## config.mk

```make
export PLATFORM = sky130hd
export DESIGN_NAME = skeleton_math_dot_flat
export DESIGN_NICKNAME = d
export VERILOG_FILES = /design/src/rtl/skeleton_math_dot_if.sv /design/src/rtl/skeleton_math_dot.sv /design/src/flat_wrapper.sv
export SDC_FILE = /design/constraint.sdc
export NUM_CORES = 1
export LEC_CHECK = 0
export CAP_MARGIN = 20
export CORE_MARGIN = 1
export CORE_UTILIZATION = 45
export CTS_CLUSTER_SIZE = 24
export DETAILED_ROUTE_END_ITERATION = 10
export SYNTH_ARGS = -nofsm -noshare
export SYNTH_HDL_FRONTEND = slang
export SYNTH_SLANG_ARGS = --single-unit
```

## constraint.sdc

```tcl
create_clock -name CLK_SYS -period 6.7 [get_ports CLK_SYS]
set_clock_uncertainty 0.1 [all_clocks]
set_input_delay 0.67 -clock CLK_SYS [delete_from_list [all_inputs] [get_ports CLK_SYS]]
set_output_delay 0.67 -clock CLK_SYS [all_outputs]
set_load 0.02 [all_outputs]
```

## src/rtl/skeleton_math_dot_if.sv

```systemverilog
// Skeleton bus interface for skeleton_math_dot.
// Carries the register bus (RnW/ADR/DATA_IN/DATA_OUT) and the start/ready handshake.
//   master : host side, drives TRGG_START_CALC, RnW, ADR, DATA_IN; observes DATA_OUT, RDY
//   slave  : block side, drives DATA_OUT, RDY
interface skeleton_math_dot_if #(
    parameter int unsigned BITWIDTH_ADR = 6,
    parameter int unsigned BITWIDTH_SYS = 16
) ();
    logic                    TRGG_START_CALC;
    logic                    RnW;
    logic [BITWIDTH_ADR-1:0] ADR;
    logic [BITWIDTH_SYS-1:0] DATA_IN;
    logic [BITWIDTH_SYS-1:0] DATA_OUT;
    logic                    RDY;

    modport master (
        output TRGG_START_CALC, RnW, ADR, DATA_IN,
        input  DATA_OUT, RDY
    );

    modport slave (
        input  TRGG_START_CALC, RnW, ADR, DATA_IN,
        output DATA_OUT, RDY
    );
endinterface

```

## src/rtl/skeleton_math_dot.sv

```systemverilog
// Signed vector math test harness behind the skeleton bus.
// MULT mode computes A[0]*B[0]; DOT mode computes sum A[i]*B[i] with one MAC per cycle.
// Ports:
//   CLK_SYS   : system clock
//   nRST      : asynchronous reset, active low
//   EN        : block enable, low clears all state at the next edge
//   bus       : skeleton bus + start/ready handshake (slave modport)
//   DATA_HEAD : static metadata {4'd2, N, 6'd2, BITWIDTH_IN, BITWIDTH_ACC or BITWIDTH_SYS}
// Register map: 0..N-1 A[i], N..2N-1 B[i], 2N RES_HI, 2N+1 RES_LO, 2N+2 CTRL (bit0 = DOT mode).
// Build option: define SKELETON_MATH_DOT_SAT_EN to saturate the result to the signed
// BITWIDTH_SYS range (RES_HI = saturated value, RES_LO = 0).
module skeleton_math_dot #(
    parameter int unsigned BITWIDTH_IN   = 8,
    parameter int unsigned SIZE_INPUT    = 8,
    parameter int unsigned BITWIDTH_ADR  = 6,
    parameter int unsigned BITWIDTH_SYS  = 16,
    parameter int unsigned BITWIDTH_HEAD = 32
) (
    input  logic                     CLK_SYS,
    input  logic                     nRST,
    input  logic                     EN,
    skeleton_math_dot_if.slave       bus,
    output logic [BITWIDTH_HEAD-7:0] DATA_HEAD
);
    localparam int unsigned BITWIDTH_ACC = 2 * BITWIDTH_IN + $clog2(SIZE_INPUT);
    localparam int unsigned IdxW         = $clog2(SIZE_INPUT) + 1;
    localparam int          N            = int'(SIZE_INPUT);
    localparam int          AdrResHi     = 2 * N;
    localparam int          AdrResLo     = 2 * N + 1;
    localparam int          AdrCtrl      = 2 * N + 2;

    typedef enum logic [1:0] {StIdle, StLoad, StMac, StDone} state_e;

    state_e                         state_q, state_d;
    logic                           start_q, start_d;
    logic                           mode_q, mode_d;         // host-visible CTRL bit
    logic                           mode_run_q, mode_run_d; // mode captured for the current run
    logic signed [BITWIDTH_IN-1:0]  a_q [SIZE_INPUT];
    logic signed [BITWIDTH_IN-1:0]  a_d [SIZE_INPUT];
    logic signed [BITWIDTH_IN-1:0]  b_q [SIZE_INPUT];
    logic signed [BITWIDTH_IN-1:0]  b_d [SIZE_INPUT];
    logic signed [BITWIDTH_IN-1:0]  pipe_a_q, pipe_a_d, pipe_b_q, pipe_b_d;
    logic signed [BITWIDTH_ACC-1:0] acc_q, acc_d, result_q, result_d;
    logic [IdxW-1:0]                idx_q, idx_d, idx_last;
    logic signed [2*BITWIDTH_IN-1:0]  prod;
    logic signed [2*BITWIDTH_SYS-1:0] res_ext;
    logic [BITWIDTH_IN-1:0]         wr_operand;
    int                             adr;

    assign adr        = int'(bus.ADR);
    assign wr_operand = bus.DATA_IN[BITWIDTH_SYS-1 -: BITWIDTH_IN];
    assign prod       = (2*BITWIDTH_IN)'(pipe_a_q) * (2*BITWIDTH_IN)'(pipe_b_q);
    assign idx_last   = mode_run_q ? IdxW'(SIZE_INPUT - 1) : '0;
    assign res_ext    = (2*BITWIDTH_SYS)'(result_q);
    assign bus.RDY    = (state_q == StIdle);

`ifdef SKELETON_MATH_DOT_SAT_EN
    localparam logic signed [2*BITWIDTH_SYS-1:0] SatMax =
        {{(BITWIDTH_SYS+1){1'b0}}, {(BITWIDTH_SYS-1){1'b1}}};
    localparam logic signed [2*BITWIDTH_SYS-1:0] SatMin = ~SatMax;
    localparam logic [4:0] HeadLow = 5'(BITWIDTH_SYS);
    logic [BITWIDTH_SYS-1:0] res_sat;

    always_comb begin
        if (res_ext > SatMax) begin
            res_sat = SatMax[BITWIDTH_SYS-1:0];
        end else if (res_ext < SatMin) begin
            res_sat = SatMin[BITWIDTH_SYS-1:0];
        end else begin
            res_sat = res_ext[BITWIDTH_SYS-1:0];
        end
    end
`else
    localparam logic [4:0] HeadLow = 5'(BITWIDTH_ACC);
`endif

    assign DATA_HEAD = (BITWIDTH_HEAD-6)'({4'd2, 6'(SIZE_INPUT), 6'd2, 5'(BITWIDTH_IN), HeadLow});

    // Read mux: operands left-aligned on the bus, unmapped addresses read 0.
    always_comb begin
        bus.DATA_OUT = '0;
        for (int i = 0; i < N; i++) begin
            if (adr == i) begin
                bus.DATA_OUT = BITWIDTH_SYS'($unsigned(a_q[i])) << (BITWIDTH_SYS - BITWIDTH_IN);
            end
            if (adr == N + i) begin
                bus.DATA_OUT = BITWIDTH_SYS'($unsigned(b_q[i])) << (BITWIDTH_SYS - BITWIDTH_IN);
            end
        end
`ifdef SKELETON_MATH_DOT_SAT_EN
        if (adr == AdrResHi) bus.DATA_OUT = res_sat;
`else
        if (adr == AdrResHi) bus.DATA_OUT = res_ext[2*BITWIDTH_SYS-1 -: BITWIDTH_SYS];
        if (adr == AdrResLo) bus.DATA_OUT = res_ext[BITWIDTH_SYS-1:0];
`endif
        if (adr == AdrCtrl)  bus.DATA_OUT = BITWIDTH_SYS'(mode_q);
    end

    always_comb begin
        state_d    = state_q;
        start_d    = start_q;
        mode_d     = mode_q;
        mode_run_d = mode_run_q;
        a_d        = a_q;
        b_d        = b_q;
        pipe_a_d   = pipe_a_q;
        pipe_b_d   = pipe_b_q;
        acc_d      = acc_q;
        result_d   = result_q;
        idx_d      = idx_q;

        if (!EN) begin
            state_d    = StIdle;
            start_d    = 1'b0;
            mode_d     = 1'b0;
            mode_run_d = 1'b0;
            pipe_a_d   = '0;
            pipe_b_d   = '0;
            acc_d      = '0;
            result_d   = '0;
            idx_d      = '0;
            for (int i = 0; i < N; i++) begin
                a_d[i] = '0;
                b_d[i] = '0;
            end
        end else begin
            start_d = bus.TRGG_START_CALC;
            unique case (state_q)
                StIdle: begin
                    if (!bus.RnW) begin
                        for (int i = 0; i < N; i++) begin
                            if (adr == i)     a_d[i] = wr_operand;
                            if (adr == N + i) b_d[i] = wr_operand;
                        end
                        if (adr == AdrCtrl) mode_d = bus.DATA_IN[0];
                    end
                    // A start seen while busy is simply overwritten: no queueing.
                    if (start_q) state_d = StLoad;
                end
                StLoad: begin
                    acc_d      = '0;
                    idx_d      = '0;
                    pipe_a_d   = a_q[0];
                    pipe_b_d   = b_q[0];
                    mode_run_d = mode_q;
                    state_d    = StMac;
                end
                StMac: begin
                    acc_d = acc_q + BITWIDTH_ACC'(prod);
                    idx_d = idx_q + IdxW'(1);
                    for (int i = 1; i < N; i++) begin
                        if (int'(idx_q) + 1 == i) begin
                            pipe_a_d = a_q[i];
                            pipe_b_d = b_q[i];
                        end
                    end
                    if (idx_q == idx_last) state_d = StDone;
                end
                StDone: begin
                    result_d = acc_q;
                    state_d  = StIdle;
                end
                default: state_d = StIdle;
            endcase
        end
    end

    always_ff @(posedge CLK_SYS or negedge nRST) begin
        if (!nRST) begin
            state_q    <= StIdle;
            start_q    <= 1'b0;
            mode_q     <= 1'b0;
            mode_run_q <= 1'b0;
            pipe_a_q   <= '0;
            pipe_b_q   <= '0;
            acc_q      <= '0;
            result_q   <= '0;
            idx_q      <= '0;
            for (int i = 0; i < N; i++) begin
                a_q[i] <= '0;
                b_q[i] <= '0;
            end
        end else begin
            state_q    <= state_d;
            start_q    <= start_d;
            mode_q     <= mode_d;
            mode_run_q <= mode_run_d;
            pipe_a_q   <= pipe_a_d;
            pipe_b_q   <= pipe_b_d;
            acc_q      <= acc_d;
            result_q   <= result_d;
            idx_q      <= idx_d;
            a_q        <= a_d;
            b_q        <= b_d;
        end
    end
endmodule

```

## src/flat_wrapper.sv

```systemverilog
// flat-port wrapper written by rule: the top's interface ports become plain ports
module skeleton_math_dot_flat 
#(
    parameter int unsigned BITWIDTH_IN   = 8,
    parameter int unsigned SIZE_INPUT    = 8,
    parameter int unsigned BITWIDTH_ADR  = 6,
    parameter int unsigned BITWIDTH_SYS  = 16,
    parameter int unsigned BITWIDTH_HEAD = 32
)
  (CLK_SYS, nRST, EN, DATA_HEAD, bus_TRGG_START_CALC, bus_RnW, bus_ADR, bus_DATA_IN, bus_DATA_OUT, bus_RDY);
  skeleton_math_dot_if #(.BITWIDTH_ADR(BITWIDTH_ADR), .BITWIDTH_SYS(BITWIDTH_SYS)) bus_i ();
  input  logic CLK_SYS;
  input  logic nRST;
  input  logic EN;
  output logic [BITWIDTH_HEAD-7:0] DATA_HEAD;
  input wire logic [$bits(bus_i.TRGG_START_CALC)-1:0] bus_TRGG_START_CALC;
  input wire logic [$bits(bus_i.RnW)-1:0] bus_RnW;
  input wire logic [$bits(bus_i.ADR)-1:0] bus_ADR;
  input wire logic [$bits(bus_i.DATA_IN)-1:0] bus_DATA_IN;
  output wire logic [$bits(bus_i.DATA_OUT)-1:0] bus_DATA_OUT;
  output wire logic [$bits(bus_i.RDY)-1:0] bus_RDY;
  assign bus_i.TRGG_START_CALC = bus_TRGG_START_CALC;
  assign bus_i.RnW = bus_RnW;
  assign bus_i.ADR = bus_ADR;
  assign bus_i.DATA_IN = bus_DATA_IN;
  assign bus_DATA_OUT = bus_i.DATA_OUT;
  assign bus_RDY = bus_i.RDY;
  skeleton_math_dot #(.BITWIDTH_IN(BITWIDTH_IN), .SIZE_INPUT(SIZE_INPUT), .BITWIDTH_ADR(BITWIDTH_ADR), .BITWIDTH_SYS(BITWIDTH_SYS), .BITWIDTH_HEAD(BITWIDTH_HEAD)) u_core (.CLK_SYS(CLK_SYS), .nRST(nRST), .EN(EN), .bus(bus_i), .DATA_HEAD(DATA_HEAD));
endmodule
```

== Word-level counts from Yosys, hierarchy flattened ==
Index checks and enable logic that the tools add are counted.

* Register bits after elaboration: 191
* Bits in latches: 0
* Memory bits (writable): 0
* ROM bits: 0
* Input bits: 27
* Output and inout port bits: 43
* Word-level logic and storage cells: 181
* Memories: 0

* $add $sub $neg: 3
* $mul: 1
* Divide/modulo/power cells: 0
* Order comparisons: 0
* Equality and inequality tests: 54
* Shifts and indexed selects: 0
* Muxes and demuxes: 77
* Bitwise logic cells: 0
* Reductions and logical operators: 21

{| class="wikitable"
|+ Operator list
! cell !! number
|-
| $mux 64 || 6
|-
| $mux 16 || 19
|-
| $mux 8 || 32
|-
| $eq 32x4->1 const B || 4
|-
| $eq 32x3->1 const B || 2
|-
| $mux 19 || 3
|-
| $reduce_and 3->1 || 17
|-
| $eq 6x5->1 const B || 8
|-
| $ne 2x1->1 const B || 20
|-
| $pmux 19 s2 || 1
|-
| $eq 32x2->1 const B || 1
|-
| $logic_not 32->1 || 1
|-
| $pmux 8 s2 || 2
|-
| $eq 6x4->1 const B || 4
|-
| $add 19x16->19 || 1
|-
| $eq 6x6->1 const B || 3
|-
| $mul 8x8->16 || 1
|-
| $eq 6x3->1 const B || 2
|-
| $ne 9x2->1 const B || 1
|-
| $pmux 2 s4 || 1
|-
| $pmux 4 s2 || 1
|-
| $mux 1 || 7
|-
| $eq 6x2->1 const B || 1
|-
| $mux 2 || 3
|-
| 12 further kinds || 15
|}

== Longest topological paths before layout ==
* Depth after elaboration: 20
* Depth in mapped cells: 18
* Gate-level depth less buffers: 17

== Worst setup path after synthesis ==
No wires, ideal clock.

* Kind: reg2reg
* Start: reg u_core.pipe_b_q[0]
* End: reg u_core.acc_q[17]
* Library setup time: 0.124 ns
* Arrival: 5.090 ns
* Required time: 6.476 ns
* Slack: 1.386 ns
* Stages on the path, launching flop included: 16
* Path buffers: 1
* Clock period less this slack: 5.314 ns
* Cells stage by stage: dfrtp_1 -> clkbuf_1 -> and2_1 -> inv_1 -> fa_1 -> inv_1 -> fa_1 -> fa_1 -> fa_1 -> fa_1 -> ha_1 -> a21oi_1 -> o211ai_1 -> a211oi_1 -> a2111oi_0 -> a211o_1

* Word-level cells in the longest chain between the ends: 4

{| class="wikitable"
|+ RTL lines
! what !! line !! RTL
|-
| start: declaration || skeleton_math_dot.sv:42 || <nowiki>logic signed [BITWIDTH_IN-1:0] pipe_a_q, pipe_a_d, pipe_b_q, pipe_b_d;</nowiki>
|-
| start signal: assignment || skeleton_math_dot.sv:189 || <nowiki>pipe_b_q <= pipe_b_d;</nowiki>
|-
| $mul 8x8->16 || skeleton_math_dot.sv:52 || <nowiki>assign prod = (2*BITWIDTH_IN)'(pipe_a_q) * (2*BITWIDTH_IN)'(pipe_b_q);</nowiki>
|-
| $add 19x16->19 || skeleton_math_dot.sv:149 || <nowiki>acc_d = acc_q + BITWIDTH_ACC'(prod);</nowiki>
|-
| $pmux 19 s2 || skeleton_math_dot.sv:128 || <nowiki>unique case (state_q)</nowiki>
|-
| $mux 19 || skeleton_math_dot.sv:112 || <nowiki>if (!EN) begin</nowiki>
|-
| end signal: assignment || skeleton_math_dot.sv:176 || <nowiki>acc_q <= '0;</nowiki>
|-
| end signal: assignment || skeleton_math_dot.sv:190 || <nowiki>acc_q <= acc_d;</nowiki>
|-
| end: declaration || skeleton_math_dot.sv:43 || <nowiki>logic signed [BITWIDTH_ACC-1:0] acc_q, acc_d, result_q, result_d;</nowiki>
|}

Every way passes these cells.
A chain may end at the register's enable or synchronous reset.

== Worst setup path after layout ==
Ends and elaborated chain as after synthesis.

==> reports/metrics.csv <==
metric;value;unit
post_drt_wl_per_cell;22.7;um
met1_usage;38.6;%
slowest_delay;0.57;ns
rsz0062_at_grt;no;
r2r_start;u_core.pipe_b_q[0];
max_freq;182;MHz
final_nets;1799;
synth-edff-count;0;
grt_pass1_wl;73700;um
fill_cells;3040;
power_density;208;mW/mm^2
fin_setup_tns;0;ns
port_buffers;36;
finalSetupViolations;0;
clock_path_buffers;2;
ios;70;
crit_required;6.95;ns
antenna_found_initial;0;
maxSlewHeadroom;22.7;%
cts_buffers;17;
drt_iter0_drc;1264;
grt_max_degree;92;
worst_slew_pin_slew;1.16;ns
fp-row-count;65;
cp_cell_sequence;and2_1 > buf_4 > inv_1 > fa_1 > inv_1 > fa_1 > fa_1 > fa_1 > fa_1 > ha_1 > a21oi_1 > o211ai_1 > a211oi_1 > a2111oi_0 > a211o_1;
top_usage_layer;met2;
cts_root_buf;clkbuf_16;
finalCritPeriodShare;82.1;%
ys_warn_count;0;
grt-ovfl-total;0;
dr.pass1.iters;6;
syn_area_per_cell;8.70;sq um
cts.sinks;191;
clk_pin_slew_worst_paths;0.07;ns
hold_violations;0;
drv_cap;0;
grt_pass1_vias;12323;
via_per_inst;5.97;
ys_seq_elements;191;
path_class;reg2reg;
place.gp.congestion;0.953;
htreeDepth;4;
antenna_cells;0;
met2_usage;47.9;%
hold_slack;0.0447;ns
hold_path_class;in2async;
min_period;5.50;ns
postRouteAntennaNets;0;
fp.dieH;182;um
core;0.0318;sq mm
synth-seq-area-share;32.6;%
regToRegEndpoint;u_core.acc_q[17];
layout-drive-gt1-share;4.37;%
async_reset_ff_share;100;%
vias;12429;
crit_top_cell;fa_1;
arrival;5.75;ns
initial_utilization;46.1;%
wirelength;47400;um
grt.total_usage;29.6;%
area.growth.synth_to_final;7.38;%
die_area;0.0333;sq mm
cts_resized;0;
reg2reg_slack;1.20;ns
outcome;completed;
crit_path_max_fanout;12;
cts_tree;done;
hpwl;34600;um
cts_hold_buf;0;
critical_path.endpoint_type;flip-flop;
cp-start-kind;flip-flop;
grtUsageMet3;6.09;%
clk_latency;0.46;ns
drv_slew;0;
critPathSlowestCell;fa_1;
drcViolationCount;0;
syn-cell-area;0.0147;sq mm
die_w;182;um
synth-main-ff-cell;dfrtp_1;
vdd_drop_max;0.209;mV
cts_setup_buffers;0;
netlist-cell-type-count;70;
synth_cells;1685;
rr_worst_depth;15;
p_leak;6.81;nW
==> state kept, by name (all words and copies together) (netlist names) <==
| register | count |
|---|---|
| u_core.pipe_b_q | 8 |
| u_core.mode_run_q | 1 |
| u_core.b_q | 64 |
| u_core.start_q | 1 |
| u_core.pipe_a_q | 8 |
| u_core.acc_q | 19 |
| u_core.a_q | 64 |
| u_core.state_q | 2 |
| u_core.mode_q | 1 |
| u_core.result_q | 19 |
| u_core.idx_q | 4 |
==> synthesized netlist by cell type, types with 20 or more instances <==
cell type | instances | area (sq um)
a21oi_1 | 33 | 165
inv_1 | 122 | 458
nand2_1 | 322 | 1210
o221ai_1 | 22 | 193
o21ai_0 | 59 | 295
nand3_1 | 62 | 310
mux2i_1 | 23 | 230
buf_2 | 24 | 120
nor2b_1 | 51 | 319
clkbuf_1 | 95 | 357
fa_1 | 84 | 1680
nor2_1 | 53 | 199
dfrtp_1 | 191 | 4780
ha_1 | 53 | 663
o22ai_1 | 20 | 125
and2_1 | 46 | 288
buf_4 | 27 | 203
a221oi_1 | 22 | 193
a21boi_0 | 113 | 848
a22oi_1 | 30 | 225
==> kinds of logic (layout without fill, tap and decap cells) <==
kind of cell	Yosys count	count (layout)	synth area share, %
flops	191	191	32.6
simple gates	605	605	19.4
buf+inv	274	213	7.92
other cells	2	26	0.0513
mux	26	26	1.80
fa+ha+maj	137	137	16.0
compound gates	434	434	21.3
xor+xnor	16	16	0.956
==> critical path: cells and delay by family, from the launching register on <==
family,cells,cell delay [ns]
buffers and inverters,3,0.38
DFF,1,0.52
adders and majority gates,6,2.69
and+or+nand+nor,1,0.17
AOI/OAI and AO/OA,5,1.52
==> through the flow <==
step                      cells  cell area, sq um  power [W]  util (%)  worst slack (ns)
after floorplan            1709             14700    0.00195         -              1.39
after global placement     2048             15100    0.00224      47.5              1.31
after detailed placement   2048             15100    0.00226      47.5              1.22
after CTS                  2080             15700    0.00328      49.3              1.19
after global routing       2083             15700    0.00342      49.5             0.940
final                      2083             15700    0.00328      49.5              1.20
==> worst max path at each step <==
stage	start	slack (ns)	cells after the start	to
floorplan	u_core.pipe_b_q[0]	1.39	15	u_core.acc_q[17]
global placement	u_core.pipe_b_q[0]	1.31	15	u_core.acc_q[17]
detailed placement	u_core.pipe_b_q[1]	1.22	12	u_core.acc_q[17]
CTS	u_core.pipe_b_q[1]	1.19	12	u_core.acc_q[17]
global route	u_core.pipe_b_q[0]	0.94	15	u_core.acc_q[17]
finish	u_core.pipe_b_q[0]	1.20	15	u_core.acc_q[17]
==> power by group <==
group,internal (W),total [W],switching [W]
logic,0.000336,0.000995,0.000659
registers,0.00119,0.00126,0.0000769
clock network,0.000520,0.00102,0.000501
total,0.00204,0.00328,0.00124
==> cell usage in the layout (no fill, tap or decap), drive strengths merged, types with 26 or more instances in the layout <==
cell             n
inv            127
a22oi           30
ha              53
a21boi         130
nor2b           51
dfrtp          191
and2            48
o21ai           76
nand3           62
nor2            53
nand2          322
fa              84
a21oi           33
clkdlybuf4s50   34
conb            26
==> metal layers <==
layer,vias up,share of wire [%],routed length [um]
met5,-,0,0
li1,5608,-,-
met2,496,47,22000
met3,105,6.5,3090
met1,6220,43,20200
met4,0,4.2,2010
==> final cells by class <==
class	count	area, sq um	area share, %
Multi-Input combinational cell	1244	8810	56.0
Sequential cell	191	4780	30.4
Timing Repair Buffer	59	572	3.63
Tap cell	435	544	3.46
Inverter	122	458	2.91
Clock buffer	18	429	2.73
Clock inverter	14	135	0.859
(Power assumes the default switching activity.)
